**src/rtl/cpu_core_p_if.sv**
```systemverilog
// Bus bundle for cpu_core_p: instruction handshake, data-memory port and
// status outputs. The core attaches through the slave modport; the
// surrounding system (instruction source and memory) uses master.
interface cpu_core_p_if #(
   parameter int DATA_W = 8,
   parameter int REG_AW = 4,
   parameter int MEM_AW = 8
);
   localparam int INSTR_W = 4 + REG_AW + DATA_W;

   logic [INSTR_W-1:0] instr;
   logic               instr_valid;
   logic               instr_ready;

   logic               mem_req;
   logic               mem_we;
   logic [MEM_AW-1:0]  mem_addr;
   logic [DATA_W-1:0]  mem_wdata;
   logic [DATA_W-1:0]  mem_rdata;
   logic               mem_ack;

   logic [DATA_W-1:0]  result;
   logic               result_valid;
   logic               flag_z;
   logic               flag_c;
   logic               halted;

   modport master (
      output instr, instr_valid, mem_rdata, mem_ack,
      input  instr_ready, mem_req, mem_we, mem_addr, mem_wdata,
             result, result_valid, flag_z, flag_c, halted
   );

   modport slave (
      input  instr, instr_valid, mem_rdata, mem_ack,
      output instr_ready, mem_req, mem_we, mem_addr, mem_wdata,
             result, result_valid, flag_z, flag_c, halted
   );
endinterface

```
**src/rtl/cpu_core_p.sv**
```systemverilog
// cpu_core_p: multi-cycle core executing one instruction at a time from an
// internal register file, with zero/carry flags, a variable-latency
// request/acknowledge data-memory port and a terminal HALT state.
module cpu_core_p #(
   parameter int DATA_W = 8,
   parameter int REG_AW = 4,
   parameter int MEM_AW = 8
) (
   input logic         clk,
   input logic         reset,
   cpu_core_p_if.slave bus
);
   localparam int NREGS   = 2 ** REG_AW;
   localparam int INSTR_W = 4 + REG_AW + DATA_W;

   localparam logic [1:0] S_IDLE = 2'd0;
   localparam logic [1:0] S_EXEC = 2'd1;
   localparam logic [1:0] S_MEM  = 2'd2;
   localparam logic [1:0] S_HALT = 2'd3;

   localparam logic [2:0] OP_LDI  = 3'b000;
   localparam logic [2:0] OP_ST   = 3'b001;
   localparam logic [2:0] OP_LD   = 3'b010;
   localparam logic [2:0] OP_ADDI = 3'b011;
   localparam logic [2:0] OP_SUBI = 3'b100;
   localparam logic [2:0] OP_ANDI = 3'b101;
   localparam logic [2:0] OP_XORI = 3'b110;
   localparam logic [2:0] OP_HALT = 3'b111;

   logic [1:0]        state;
   logic [2:0]        ir_op;
   logic [REG_AW-1:0] ir_rd;
   logic [DATA_W-1:0] ir_imm;
   logic [DATA_W-1:0] regs [NREGS];

   logic [DATA_W-1:0] result;
   logic              result_valid;
   logic              flag_z;
   logic              flag_c;
   logic              mem_req;
   logic              mem_we;
   logic [MEM_AW-1:0] mem_addr;
   logic [DATA_W-1:0] mem_wdata;

   // Fields of the instruction currently offered; the top bit is reserved.
   logic [2:0]        in_op;
   logic [REG_AW-1:0] in_rd;
   logic [DATA_W-1:0] in_imm;
   logic              unused_rsvd;

   assign in_op       = bus.instr[INSTR_W-2 -: 3];
   assign in_rd       = bus.instr[DATA_W+REG_AW-1 : DATA_W];
   assign in_imm      = bus.instr[DATA_W-1:0];
   assign unused_rsvd = bus.instr[INSTR_W-1];

   // ALU results for the latched instruction, consumed in EXEC.
   logic [DATA_W-1:0] alu_r;
   logic [DATA_W:0]   alu_sum;
   logic [DATA_W:0]   alu_diff;
   logic [DATA_W-1:0] alu_res;
   logic              alu_c;
   logic              alu_upd_z;
   logic              alu_upd_c;

   assign alu_r    = regs[ir_rd];
   assign alu_sum  = {1'b0, alu_r} + {1'b0, ir_imm};
   // Top bit of the widened difference is the unsigned borrow (r < imm).
   assign alu_diff = {1'b0, alu_r} - {1'b0, ir_imm};

   // Select the ALU result and which flags the op is allowed to touch.
   always_comb begin
      alu_res   = ir_imm;
      alu_c     = 1'b0;
      alu_upd_z = 1'b0;
      alu_upd_c = 1'b0;
      case (ir_op)
         OP_ADDI: begin
            alu_res   = alu_sum[DATA_W-1:0];
            alu_c     = alu_sum[DATA_W];
            alu_upd_z = 1'b1;
            alu_upd_c = 1'b1;
         end
         OP_SUBI: begin
            alu_res   = alu_diff[DATA_W-1:0];
            alu_c     = alu_diff[DATA_W];
            alu_upd_z = 1'b1;
            alu_upd_c = 1'b1;
         end
         OP_ANDI: begin
            alu_res   = alu_r & ir_imm;
            alu_upd_z = 1'b1;
            alu_upd_c = 1'b1;
         end
         OP_XORI: begin
            alu_res   = alu_r ^ ir_imm;
            alu_upd_z = 1'b1;
            alu_upd_c = 1'b1;
         end
         default: alu_res = ir_imm;  // LDI; no flag update
      endcase
   end

   // Register file write-back from the ALU (EXEC) or from a completed load.
   always_ff @(posedge clk) begin
      if (reset) begin
         for (int i = 0; i < NREGS; i++) regs[i] <= '0;
      end else if (state == S_EXEC) begin
         regs[ir_rd] <= alu_res;
      end else if (state == S_MEM && bus.mem_ack && ir_op == OP_LD) begin
         regs[ir_rd] <= bus.mem_rdata;
      end
   end

   // Sequencer: accept, execute, drive the memory handshake, publish result.
   always_ff @(posedge clk) begin
      if (reset) begin
         state        <= S_IDLE;
         ir_op        <= OP_LDI;
         ir_rd        <= '0;
         ir_imm       <= '0;
         result       <= '0;
         result_valid <= 1'b0;
         flag_z       <= 1'b0;
         flag_c       <= 1'b0;
         mem_req      <= 1'b0;
         mem_we       <= 1'b0;
         mem_addr     <= '0;
         mem_wdata    <= '0;
      end else begin
         result_valid <= 1'b0;
         case (state)
            S_IDLE: begin
               if (bus.instr_valid) begin
                  ir_op  <= in_op;
                  ir_rd  <= in_rd;
                  ir_imm <= in_imm;
                  case (in_op)
                     OP_ST, OP_LD: begin
                        state     <= S_MEM;
                        mem_req   <= 1'b1;
                        mem_we    <= (in_op == OP_ST);
                        mem_addr  <= in_imm[MEM_AW-1:0];
                        mem_wdata <= regs[in_rd];
                     end
                     OP_HALT: state <= S_HALT;
                     default: state <= S_EXEC;
                  endcase
               end
            end
            S_EXEC: begin
               result       <= alu_res;
               result_valid <= 1'b1;
               if (alu_upd_z) flag_z <= (alu_res == '0);
               if (alu_upd_c) flag_c <= alu_c;
               state <= S_IDLE;
            end
            S_MEM: begin
               if (bus.mem_ack) begin
                  mem_req      <= 1'b0;
                  result       <= (ir_op == OP_LD) ? bus.mem_rdata : mem_wdata;
                  result_valid <= 1'b1;
                  state        <= S_IDLE;
               end
            end
            S_HALT: state <= S_HALT;
            default: state <= S_IDLE;
         endcase
      end
   end

   assign bus.instr_ready  = (state == S_IDLE);
   assign bus.halted       = (state == S_HALT);
   assign bus.mem_req      = mem_req;
   assign bus.mem_we       = mem_we;
   assign bus.mem_addr     = mem_addr;
   assign bus.mem_wdata    = mem_wdata;
   assign bus.result       = result;
   assign bus.result_valid = result_valid;
   assign bus.flag_z       = flag_z;
   assign bus.flag_c       = flag_c;
endmodule

```
**src/flat_wrapper.sv**
```systemverilog
// flat-port wrapper written by rule: the top's interface ports become plain ports
module cpu_core_p_flat 
#(
   parameter int DATA_W = 8,
   parameter int REG_AW = 4,
   parameter int MEM_AW = 8
)
  (clk, reset, bus_instr, bus_instr_valid, bus_mem_rdata, bus_mem_ack, bus_instr_ready, bus_mem_req, bus_mem_we, bus_mem_addr, bus_mem_wdata, bus_result, bus_result_valid, bus_flag_z, bus_flag_c, bus_halted);
  cpu_core_p_if #(.DATA_W(DATA_W), .REG_AW(REG_AW), .MEM_AW(MEM_AW)) bus_i ();
  input logic clk;
  input logic reset;
  input wire logic [$bits(bus_i.instr)-1:0] bus_instr;
  input wire logic [$bits(bus_i.instr_valid)-1:0] bus_instr_valid;
  input wire logic [$bits(bus_i.mem_rdata)-1:0] bus_mem_rdata;
  input wire logic [$bits(bus_i.mem_ack)-1:0] bus_mem_ack;
  output wire logic [$bits(bus_i.instr_ready)-1:0] bus_instr_ready;
  output wire logic [$bits(bus_i.mem_req)-1:0] bus_mem_req;
  output wire logic [$bits(bus_i.mem_we)-1:0] bus_mem_we;
  output wire logic [$bits(bus_i.mem_addr)-1:0] bus_mem_addr;
  output wire logic [$bits(bus_i.mem_wdata)-1:0] bus_mem_wdata;
  output wire logic [$bits(bus_i.result)-1:0] bus_result;
  output wire logic [$bits(bus_i.result_valid)-1:0] bus_result_valid;
  output wire logic [$bits(bus_i.flag_z)-1:0] bus_flag_z;
  output wire logic [$bits(bus_i.flag_c)-1:0] bus_flag_c;
  output wire logic [$bits(bus_i.halted)-1:0] bus_halted;
  assign bus_i.instr = bus_instr;
  assign bus_i.instr_valid = bus_instr_valid;
  assign bus_i.mem_rdata = bus_mem_rdata;
  assign bus_i.mem_ack = bus_mem_ack;
  assign bus_instr_ready = bus_i.instr_ready;
  assign bus_mem_req = bus_i.mem_req;
  assign bus_mem_we = bus_i.mem_we;
  assign bus_mem_addr = bus_i.mem_addr;
  assign bus_mem_wdata = bus_i.mem_wdata;
  assign bus_result = bus_i.result;
  assign bus_result_valid = bus_i.result_valid;
  assign bus_flag_z = bus_i.flag_z;
  assign bus_flag_c = bus_i.flag_c;
  assign bus_halted = bus_i.halted;
  cpu_core_p #(.DATA_W(DATA_W), .REG_AW(REG_AW), .MEM_AW(MEM_AW)) u_core (.clk(clk), .reset(reset), .bus(bus_i));
endmodule
```
**config.mk**
```make
export PLATFORM = sky130hd
export DESIGN_NAME = cpu_core_p_flat
export DESIGN_NICKNAME = d
export VERILOG_FILES = /design/src/rtl/cpu_core_p_if.sv /design/src/rtl/cpu_core_p.sv /design/src/flat_wrapper.sv
export SDC_FILE = /design/constraint.sdc
export NUM_CORES = 1
export LEC_CHECK = 0
export BUFFER_PORTS_ARGS = -buffer_cell sky130_fd_sc_hd__buf_2
export CAP_MARGIN = 20
export CORE_ASPECT_RATIO = 0.75
export CORE_MARGIN = 2
export CORE_UTILIZATION = 35
export CTS_CLUSTER_SIZE = 20
export DETAILED_ROUTE_END_ITERATION = 12
export PLACE_DENSITY = 0.64
export SLEW_MARGIN = 20
export SYNTH_ARGS = -nofsm -noshare
export SYNTH_HDL_FRONTEND = slang
export SYNTH_SLANG_ARGS = --single-unit
```
**constraint.sdc**
```tcl
create_clock -name clk -period 4.4 [get_ports clk]
set_clock_uncertainty 0.15 [all_clocks]
set_input_delay 0.22 -clock clk [delete_from_list [all_inputs] [get_ports clk]]
set_output_delay 0.22 -clock clk [all_outputs]
set_load 0.05 [all_outputs]
```
Word level (Yosys, flattened, before mapping) --
Memories as Yosys holds them, arrays and structs flattened. A register that Yosys moved wholly into a read port is not among the register bits. Index checks and enable logic that the tools add are counted.
Operators by class: add/subtract/negate cells 2, equality and inequality tests 14, mux-type cells 31, bitwise logic cells 3, reductions and logical operators 15
Operator list (count):
- $mux W8 | 4
- $pmux W8 S4 | 1
- $pmux W8 S2 | 1
- $mux W1 | 15
- $eq A3 B3 Y1 const B | 4
- $mux W4 | 3
- $add A8 B8 Y9 | 1
- $eq A3 B2 Y1 const B | 3
- $sub A8 B8 Y9 | 1
- $and A8 B8 Y8 | 1
- $logic_not A8 Y1 | 1
- $pmux W2 S4 | 1
- $reduce_and A2 Y1 | 4
- $reduce_or A8 Y1 | 1
- $xor A8 B8 Y8 | 1
- $pmux W1 S2 | 3
- $eq A2 B2 Y1 const B | 2
- $mux W2 | 2
- $ne A2 B2 Y1 const B | 2
- $pmux W2 S2 | 1
- $reduce_and A4 Y1 | 1
- $reduce_bool A2 Y1 | 2
- $reduce_or A4 Y1 | 1
- $eq A3 B1 Y1 const B | 1
- 7 further kinds | 8
Storage, ports and cells: flip-flop bits (word level) 38, bits in writable memories 128, input bits 28, word-level logic and storage cells 77, memories 1
Memories:
- u_core.regs | words 16, width 8, read ports 2, clocked after Yosys merged registers in 2, write ports 16, line cpu_core_p.sv:34 | logic [DATA_W-1:0] regs [NREGS];

Longest topological paths before layout --
depth in word-level cells 10, depth in mapped cells 16, depth with buffers taken out 13

Worst setup path after synthesis --
Ideal clock, no wire load.
path type reg2reg, start point register with a tool-made name, end point register u_core.flag_z (netlist: u_core.bus.flag_z), data arrival time 4.085 ns, data required time 4.166 ns, setup slack 0.081 ns, stages on the path, launching flop included 15, cells stage by stage dfxtp_1 clkbuf_1 buf_2 mux4_2 mux4_2 inv_1 ha_1 inv_1 fa_1 mux4_2 nor2b_2 a21oi_1 a2111o_1 or4_1 o31ai_2
RTL lines:
- to (signal assigned) | line cpu_core_p.sv:153 | if (alu_upd_z) flag_z <= (alu_res == '0);
- to (decl) | line cpu_core_p.sv:38 | logic flag_z;

==> results.sh <==
export IMPL_outcome="finished, final reports clean"
export IMPL_core_mm2=0.0279
export IMPL_grt_pass1_vias=6975
export IMPL_leakage_uw=0.00404
export IMPL_cts_made_buffers=17
export IMPL_synth_edf_count=128
export IMPL_tightest_slew_ns=0.951
export IMPL_slew_violations=0
export IMPL_synthCells=836
export IMPL_relSlewSlack_pct=36.6
export IMPL_dp_hpwl_um=20100
export IMPL_synth_seq_cells=178
export IMPL_hold_viol=0
export IMPL_place_ws_ns=0.0107
export IMPL_rrSetupSlack_ns=0.18
export IMPL_setup_violations=0
export IMPL_synthAdderAreaFrac_pct=3.20
export IMPL_core_rowCount=53
export IMPL_clk_insertion_delay_late_ns=0.45
export IMPL_grt_max_degree=34
export IMPL_timing_rr_end="u_core.bus.flag_z"
export IMPL_synth_cell_types=59
export IMPL_dieArea_mm2=0.0295
export IMPL_firstDrtPassIters=5
export IMPL_yosysSeqAreaShare_pct=49.2
export IMPL_die_w_um=198
export IMPL_drt_wl_total_um=27400
export IMPL_power_density_mw_per_mm2=503
export IMPL_io_buffers=57
export IMPL_r2r_cells=11
export IMPL_tns_ns=0
export IMPL_final_common_cell="nor2_1"
export IMPL_synthFlopType="edfxtp_1"
export IMPL_grt_antenna_before_repair=1
export IMPL_synth_top_family_by_area="multiplexers"
export IMPL_path_max_fanout=9
export IMPL_final_area_mm2=0.0114
export IMPL_worstHoldStart="bus_instr[10]"
export IMPL_rsz0062_at_grt="false"
export IMPL_mostFrequentLayoutCells="nor2_1 (160), edfxtp_1 (128), nand2_1 (104)"
export IMPL_grtUsageTotal_pct=19.1
export IMPL_setup_slack_ns=0.177
export IMPL_gp_congestion=0.930
export IMPL_cp_end_kind="flip-flop"
export IMPL_synth_compound_area_share_pct=6.97
export IMPL_maxCapViolCount=0
export IMPL_wl_per_cell_um=21.5
export IMPL_syn_area_mm2=0.00985
export IMPL_critPathKind="flip-flop to flip-flop"
export IMPL_root_buffer="clkbuf_16"
export IMPL_post_cts_buffers=0
export IMPL_hold_ws_ns=0.0417
export IMPL_fin_crit_ns=4.22
export IMPL_drc_errors=0
export IMPL_grt_pass1_wl_um=41300
export IMPL_drtIter0Drc=654
export IMPL_synth_xor_area_share_pct=0.356
export IMPL_yosysWarningCount=0
export IMPL_cts_sinks=178
export IMPL_via_per_inst=5.62
export IMPL_async_flop_share_pct=0
export IMPL_critPathLaunchType="flip-flop"
export IMPL_htree_levels=4
export IMPL_vias=7149
export IMPL_required_ns=4.61
export IMPL_chipHeight_um=149
export IMPL_ant_nets=0
export IMPL_boundaryPins=59
export IMPL_hold_depth=3
export IMPL_gr_total_overflow=0
export IMPL_drive_gt1_share_pct=25.1
export IMPL_path_clk_slew_ns=0.07
export IMPL_initial_core_util_pct=35.4
export IMPL_min_period_over_period_pct=96.0
export IMPL_clk_path_buf_depth=2
export IMPL_syn_avg_cell_area_um2=11.8
export IMPL_dpl_cell_area_mm2=0.0107
export IMPL_synth_nets=888
export IMPL_ir_drop_v=0.000272
export IMPL_fin_nets=955
export IMPL_syn2layout_area_growth_pct=16.2
export IMPL_cp_arrival_ns=4.44
export IMPL_synth_area_mux_share_pct=21.9
export IMPL_synth_simple_area_share_pct=14.7
export IMPL_antennaDiodeCount=0
export IMPL_holdCritPathClass="input port to flip-flop"
export IMPL_tritoncts="yes"
export IMPL_max_freq_mhz=237
## Yosys cell counts (all sizes together) (3+ instances only)
cell,instances,area share (%)
a211oi,6,0.46
a21oi,57,2.9
a221oi,4,0.36
a31oi,5,0.32
and3,3,0.19
buf,27,1.7
clkbuf,33,1.3
dfxtp,50,10
edfxtp,128,39
ha,22,2.8
inv,20,0.76
mux2i,23,3.4
mux4,81,19
nand2,105,4.0
nand2b,22,1.4
nand3,10,0.51
nor2,161,6.2
nor2b,11,0.72
nor3,6,0.30
nor3b,5,0.38
nor4,3,0.19
o21ai,11,0.56
o22ai,4,0.25
o31ai,3,0.28
## routing by layer
layer	track usage, %	share of wire [%]	up-vias	routed length (um)
met3	4.27	8.8	33	2400
li1	-	-	3213	-
met1	27.4	44	3608	12100
met4	5.86	2.1	0	567
met5	0	0	-	0
met2	28.9	45	295	12300
## final cells by class
| class | instances | area (um^2) |
|---|---|---|
| clock buffers | 17 | 425 |
| clock inverters | 15 | 184 |
| fillers | 2594 | 16400 |
| inverters | 20 | 75.1 |
| multi-input cells | 578 | 4680 |
| flip-flops and latches | 178 | 4850 |
| well taps | 357 | 447 |
| repair buffers | 108 | 783 |
## worst max-delay path, cell delays in order (launching register included)
cell and delay [ns]:
dfxtp_4 0.45, buf_4 0.19, mux4_2 0.56, mux4_2 0.56
ha_2 0.44, inv_1 0.10, a311o_1 0.30, nor2_1 0.18
mux2i_1 0.31, a31oi_4 0.19, or4_1 0.52, o31ai_2 0.18
## cells by family after synthesis
kind of cell    Yosys count
xor+xnor                  4
fa+ha+maj                24
simple gates            336
mux                     104
buf+inv                  80
compound gates          110
flops                   178
## registers in the layout, summed over array words and instances (netlist names), named ones only
register                 cells
u_core.bus.mem_addr          8
u_core.ir_rd                 4
u_core.bus.mem_wdata         8
u_core.bus.result_valid      1
u_core.bus.mem_req           1
u_core.bus.result            8
u_core.bus.flag_z            1
u_core.bus.flag_c            1
u_core.bus.mem_we            1
u_core.ir_op                 3
u_core.ir_imm                8
u_core.state                 2
u_core.regs                128
## power by group
group / switching, uW / internal [uW] / total, uW
logic: 1310 / 827 / 2140
registers: 114 / 1930 / 2040
clock network: 755 / 821 / 1580
total: 2180 / 3580 / 5760
## how the worst max path moves through the flow
| stage | to | slack [ns] |
|---|---|---|
| finish | u_core.bus.flag_z | 0.18 |
| global route | u_core.bus.flag_z | 0.01 |
| CTS | u_core.bus.flag_z | 0.07 |
| detailed placement | u_core.regs[9][7] | 0.01 |
| global placement | u_core.bus.flag_z | 0.08 |
| floorplan | u_core.bus.flag_z | 0.08 |
## metrics by stage
step / utilization [%] / total power, uW / cells
detailed placement: 38.4 / 4160 / 1230
global placement: 38.4 / 4140 / 1230
floorplan: - / 3470 / 836
finish: 41.1 / 5760 / 1273
global route: 41.1 / 6030 / 1273
CTS: 41.0 / 5750 / 1273
## what timing repair did
item,4_1_cts,5_1_grt
gates resized for setup,1,6
setup endpoints to repair,1,34
hold endpoints to repair,20,0
hold buffers,11,0
(Power assumes the default switching activity.)
